## src/rtl/phase_differentiator.sv

```systemverilog
// Differentiates NCO phase samples back into FCW: a modulo-2^WIDTH delta per valid sample,
// averaged over 2^LOG2_AVG deltas with truncation.
module phase_differentiator #(
  parameter int WIDTH    = 32,
  parameter int LOG2_AVG = 2
) (
  input  logic             clk,
  input  logic             rst,
  input  logic [WIDTH-1:0] phase_in,
  input  logic             phase_valid_in,
  output logic [WIDTH-1:0] delta_out,
  output logic             delta_valid_out,
  output logic [WIDTH-1:0] fcw_out,
  output logic             fcw_valid_out,
  output logic             locked_out
);

  localparam int CW = (LOG2_AVG == 0) ? 1 : LOG2_AVG;
  localparam int SW = WIDTH + LOG2_AVG;
  localparam logic [CW-1:0] LAST = CW'((1 << LOG2_AVG) - 1);

  typedef enum logic {PRIME, RUN} state_t;

  state_t           r_state, w_state_nxt;
  logic [WIDTH-1:0] r_prev;
  logic [SW-1:0]    r_sum;
  logic [CW-1:0]    r_cnt;
  logic [WIDTH-1:0] w_delta;
  logic [SW-1:0]    w_sum_nxt;
  logic             w_run, w_last;

  always_ff @(posedge clk) begin
    if (rst) r_state <= PRIME;
    else     r_state <= w_state_nxt;
  end

  // The first valid sample only primes r_prev; every later one produces a delta.
  always_comb begin
    w_state_nxt = r_state;
    w_run       = 1'b0;
    case (r_state)
      PRIME: if (phase_valid_in) w_state_nxt = RUN;
      RUN:   w_run = phase_valid_in;
      default: w_state_nxt = PRIME;
    endcase
  end

  assign w_delta   = phase_in - r_prev;
  assign w_sum_nxt = r_sum + SW'(w_delta);
  assign w_last    = (r_cnt == LAST);

  always_ff @(posedge clk) begin
    if (rst) begin
      r_prev          <= '0;
      r_sum           <= '0;
      r_cnt           <= '0;
      delta_out       <= '0;
      delta_valid_out <= 1'b0;
      fcw_out         <= '0;
      fcw_valid_out   <= 1'b0;
      locked_out      <= 1'b0;
    end else begin
      delta_valid_out <= 1'b0;
      fcw_valid_out   <= 1'b0;
      if (phase_valid_in) r_prev <= phase_in;
      if (w_run) begin
        delta_out       <= w_delta;
        delta_valid_out <= 1'b1;
        if (w_last) begin
          // The widened sum cannot overflow, so the shifted slice always fits WIDTH.
          fcw_out       <= w_sum_nxt[SW-1:LOG2_AVG];
          fcw_valid_out <= 1'b1;
          locked_out    <= 1'b1;
          r_sum         <= '0;
          r_cnt         <= '0;
        end else begin
          r_sum <= w_sum_nxt;
          r_cnt <= r_cnt + CW'(1);
        end
      end
    end
  end

endmodule

```

## config.mk

```make
export PLATFORM = sky130hd
export DESIGN_NAME = phase_differentiator
export DESIGN_NICKNAME = d
export VERILOG_FILES = /design/src/rtl/phase_differentiator.sv
export SDC_FILE = /design/constraint.sdc
export NUM_CORES = 1
export LEC_CHECK = 0
export CORE_MARGIN = 3
export CORE_UTILIZATION = 50
export DETAILED_ROUTE_END_ITERATION = 10
export DONT_BUFFER_PORTS = 1
export PLACE_DENSITY_LB_ADDON = 0.3
export SLEW_MARGIN = 10
export SYNTH_ARGS = -nofsm -noshare
export SYNTH_HDL_FRONTEND = slang
export SYNTH_SLANG_ARGS = --single-unit
```

## constraint.sdc

```tcl
create_clock -name clk -period 12.3 [get_ports clk]
set_input_delay 1.23 -clock clk [delete_from_list [all_inputs] [get_ports clk]]
set_output_delay 1.23 -clock clk [all_outputs]
set_load 0.005 [all_outputs]
```

# After elaboration in Yosys (flattened, before gate mapping)
# Cells that the tools add are included.
[totals] register_bits=136 out_inout_bits=67
[classes] add_sub_neg=3 eq_ne=1 muxes=7 n_bitwise=1 n_reduce_logical=2
[ops] cell="adder 34 x 32 -> 34 bit" n=1
[ops] cell="2-to-1 mux 34 bit" n=1
[ops] cell="subtractor 32 bit" n=1
[ops] cell="2-to-1 mux 1 bit" n=5
[ops] cell="adder 2 x 1 -> 2 bit (second input constant)" n=1
[ops] cell="== test 2 bit (second input constant)" n=1
[ops] cell="2-to-1 mux 2 bit" n=1
[ops] cell="AND reduction 2 bit" n=1
[ops] cell="OR reduction 2 bit" n=1
[ops] cell="inverter 1 bit" n=1

# Logic depth before layout (Yosys ltp)
[logic_depth] word_depth=3 mapped_depth=22

# Worst setup path before layout
# Ideal clock, no wire load.
[synth_path] kind="input to register" startpoint="input phase_in[0]" endpoint="register r_sum[31]" setup_ps=120 t_arrival_ps=5382 required_ps=12180 path_slack_ps=6799 path_stages=22 n_path_buf=1 cell_sequence="inv_1 -> ha_1 -> inv_1 -> fa_1 -> a211o_1 -> a2111oi_4 -> o2111ai_1 -> a41oi_2 -> o221a_4 -> or3b_4 -> nand2_1 -> xor2_1 -> ha_1 -> a21o_1 -> a21o_1 -> a21o_1 -> a21oi_1 -> nor2_1 -> or3_1 -> clkbuf_1 -> mux2i_1 -> a211o_1"
[synth_between] elab_chain_len=3
[synth_rtl] item="from (decl)" line_no="9" source="input logic [WIDTH-1:0] phase_in,"
[synth_rtl] item="subtractor 32 bit" line_no="48" source="assign w_delta = phase_in - r_prev;"
[synth_rtl] item="via w_delta[24]" line_no="28" source="logic [WIDTH-1:0] w_delta;"
[synth_rtl] item="adder 34 x 32 -> 34 bit" line_no="49" source="assign w_sum_nxt = r_sum + SW'(w_delta);"
[synth_rtl] item="2-to-1 mux 34 bit" line_no="69" source="if (w_last) begin"
[synth_rtl] item="to (signal assigned)" line_no="77" source="r_sum <= w_sum_nxt;"
[synth_rtl] item="to (decl)" line_no="26" source="logic [SW-1:0] r_sum;"
# The timed path passes the listed nets, and every way through them passes these cells.
# A chain may end at the register's enable or synchronous reset.

# Worst setup path after layout
# Ends and elaborated chain as after synthesis.

==> results.md <==
- Synth async-reset ratio: 0%
- First-pass GRT wire length: 35500 um
- Slew @ Worst Pin: 1.05 ns
- Clock tree from TritonCTS: built
- Multi-input gate area: 5230 um2
- Layout area overhead: 8.85%
- Antenna violations before repair: 0
- Final core utilization: 56.4%
- CTS Buffer Depth: 2
- # diodes: 0
- Grt total ovfl: 0
- Internal: 0.982 mW
- Cts repair resizes: 0
- Setup TNS: 0 ns
- Clk root buf: clkbuf_16
- Routability cong.: 0.904
- Synth Register Bits: 136
- Cell taking the most area after synthesis: dfxtp_1
- Vias: 7324
- Register area: 2720 um2
- Post-Syn Area: 8380 um2
- Post CTS Setup Buffer Count: 0
- Switching pwr: 0.458 mW
- Drt wl/cell: 17.9 um
- Peak VDD IR: 0.113 mV
- Drt pass-1 iters: 5
- Sequential power share: 33.6%
- Relative slew slack: 29.6%
- Max-Cap Viols: 0
- Worst EP arrival: 5.73 ns
- Combinational share of power: 27.2%
- Tightest Hold Check Type: flip-flop to flip-flop
- RSZ-0062 raised after global routing: no
- Setup Skew: 0.00755 ns
- Hold Fails Final Rpt: 0
- CTS hold repair buffers: 0
- Period minus WS final: 5.41 ns
- Number of vias per cell: 5.94
- Max-slew violations: 0
- Clk sinks: 136
- DR iter-0 viols: 409
- Syn. warnings: 0
- Die area: 18400 um2
- Residual DRC: 0
- Cts bufs inserted: 17
- Vias in the first global route: 6706
- Switching part of the total: 31.8%
- Cells after synthesis: 1040
- Outcome: finished clean
- LEAKAGE: 3.77 nW
- Setup violators final: 0
- Area contributors post-synth: dfxtp_1, ha_1, a21oi_1
- CP required: 12.62 ns
- Clock Latency Late Sink: 0.43 ns
- Final Cell Area: 9130 um2
- Fin crit share: 44.0%
- Pwr/cell area: 158 nW/um2
- Register area share after synthesis: 32.5%
- Post-DP HPWL: 16100 um
- Most common cell after layout, fill and taps aside: dfxtp_1
- Number of enable flip-flop cells after synthesis: 0
- Row Count: 46
- Mapped Nets: 1141
- Pwr Total: 1.44 mW
- Area share of the largest cell type after synthesis: 32.5%
- Critical Path Sink Type: flip-flop
- Io pins: 102
- Average cell area after synthesis: 8.06 um2
- Initial Utilization: 51.8%
- Crit path kind: input pin to flip-flop
- Core area: 16200 um2
- Most frequent cells in the layout: dfxtp_1, nand2_1, nor2_1, a21oi_1, ha_1
- Max Freq: 185 MHz
- Port bufs: 0
- Fillers: 1520
- Total Routing Usage GR: 24.3%
- Cell Area, Placed: 8470 um2
- Clk pwr share: 39.3%
- Worst setup margin: 6.89 ns
- Layout cell share with drive strength beyond 1: 5.30%
- Worst slack at placement: 6.47 ns
- Antenna-violating nets left: 0
- Setup crit start kind: input pin
- Synth Flop Type: dfxtp_1
- Crit Path Max Fanout: 7
- Drt total wl: 22000 um
- Worst-path clk slew: 0.06 ns
- Die Wd: 135 um
- Library cells used by synthesis: 71
- Largest net degree at the start of global routing: 101
- Die Span Y: 135 um
- H-tree Lvls: 4
- Nets: 1107
stage by stage:
step / cells / hold slack [ns]
2_1_floorplan: 1040 / 0.432
3_3_place_gp: 1203 / 0.440
3_5_place_dp: 1203 / 0.450
4_1_cts: 1234 / 0.459
5_1_grt: 1234 / 0.481
6_report: 1234 / 0.460
sequential cells by signal (all words and copies together) (netlist names):
signal,count
delta_out,32
delta_valid_out,1
fcw_out,32
fcw_valid_out,1
locked_out,1
r_cnt,2
r_prev,32
r_state,1
r_sum,34
final cells by class:
| class | instances | share of cell area, % |
|---|---|---|
| sequential | 136 | 29.8 |
| clock inverter | 12 | 2.18 |
| inverter | 55 | 2.26 |
| multi-input combinational | 790 | 57.3 |
| tap | 216 | 2.96 |
| timing repair buffer | 6 | 0.494 |
| clock buffer | 19 | 4.96 |
power by group through the flow:
stage | logic, mW | registers (mW) | clock network (mW)
6_report | 0.391 | 0.484 | 0.565
5_1_grt | 0.434 | 0.486 | 0.593
4_1_cts | 0.385 | 0.484 | 0.573
3_5_place_dp | 0.382 | 0.493 | 0
3_3_place_gp | 0.380 | 0.492 | 0
2_1_floorplan | 0.309 | 0.487 | 0
layer usage:
| layer | GRT usage, % | up-vias | wire length [um] |
|---|---|---|---|
| li1 | - | 3650 | - |
| met1 | 34.8 | 3409 | 10400 |
| met2 | 35.4 | 231 | 9390 |
| met3 | 6.13 | 34 | 1650 |
| met4 | 8.79 | 0 | 559 |
| met5 | 0 | - | 0 |
path summary, 6_finish.rpt:
check / from / end / slack [ns] / depth (start not counted)
max: phase_in[0] / r_sum[31]$_SDFFE_PP0P_ / 6.89 / 21
min: r_sum[25]$_SDFFE_PP0P_ / r_sum[25]$_SDFFE_PP0P_ / 0.46 / 2
max reg2reg: r_prev[0]$_SDFFE_PP0P_ / r_sum[31]$_SDFFE_PP0P_ / 7.39 / 20
min reg2reg: r_sum[25]$_SDFFE_PP0P_ / r_sum[25]$_SDFFE_PP0P_ / 0.46 / 2
critical path, cell delays in order:
cell,delay (ns)
inv_1,0.04
ha_1,0.16
inv_1,0.05
fa_1,0.41
a211o_1,0.34
a2111oi_4,0.41
o2111ai_1,0.17
a41oi_2,0.32
o221a_4,0.23
or3b_4,0.13
nand2_1,0.05
xor2_1,0.17
ha_1,0.37
a21o_1,0.22
a21o_1,0.17
a21o_1,0.18
a21oi_1,0.21
nor2_1,0.05
or3_1,0.44
mux2i_1,0.15
a211o_1,0.22
synthesized netlist by cell type, types with 6 or more instances:
| library cell | n |
|---|---|
| mux2i_1 | 34 |
| o21ai_0 | 39 |
| a211oi_1 | 12 |
| o21a_1 | 8 |
| xor2_1 | 23 |
| inv_1 | 53 |
| a22oi_1 | 14 |
| or3_1 | 12 |
| nor2_1 | 103 |
| buf_1 | 7 |
| nand2_1 | 111 |
| o211ai_1 | 9 |
| xnor2_1 | 25 |
| nor2b_1 | 8 |
| nor3_1 | 18 |
| and3_1 | 11 |
| ha_1 | 64 |
| a32o_1 | 8 |
| clkbuf_1 | 49 |
| o31ai_1 | 6 |
| a22o_1 | 14 |
| a211o_1 | 6 |
| dfxtp_1 | 136 |
| nand2b_1 | 7 |
| a21oi_1 | 95 |
| nand3_1 | 33 |
| nand4_1 | 15 |
| a31oi_1 | 11 |
| a21o_1 | 36 |
cells by family (layout without fill, tap and decap cells):
group	Yosys count	in the layout	share of synthesized area [%]
compound gates	304	304	24.8
xor+xnor	48	48	5.01
fa+ha+maj	66	66	10.0
buf+inv	114	92	5.18
flops	136	136	32.5
mux	34	34	4.06
simple gates	338	338	18.4
(Power assumes the default switching activity.)
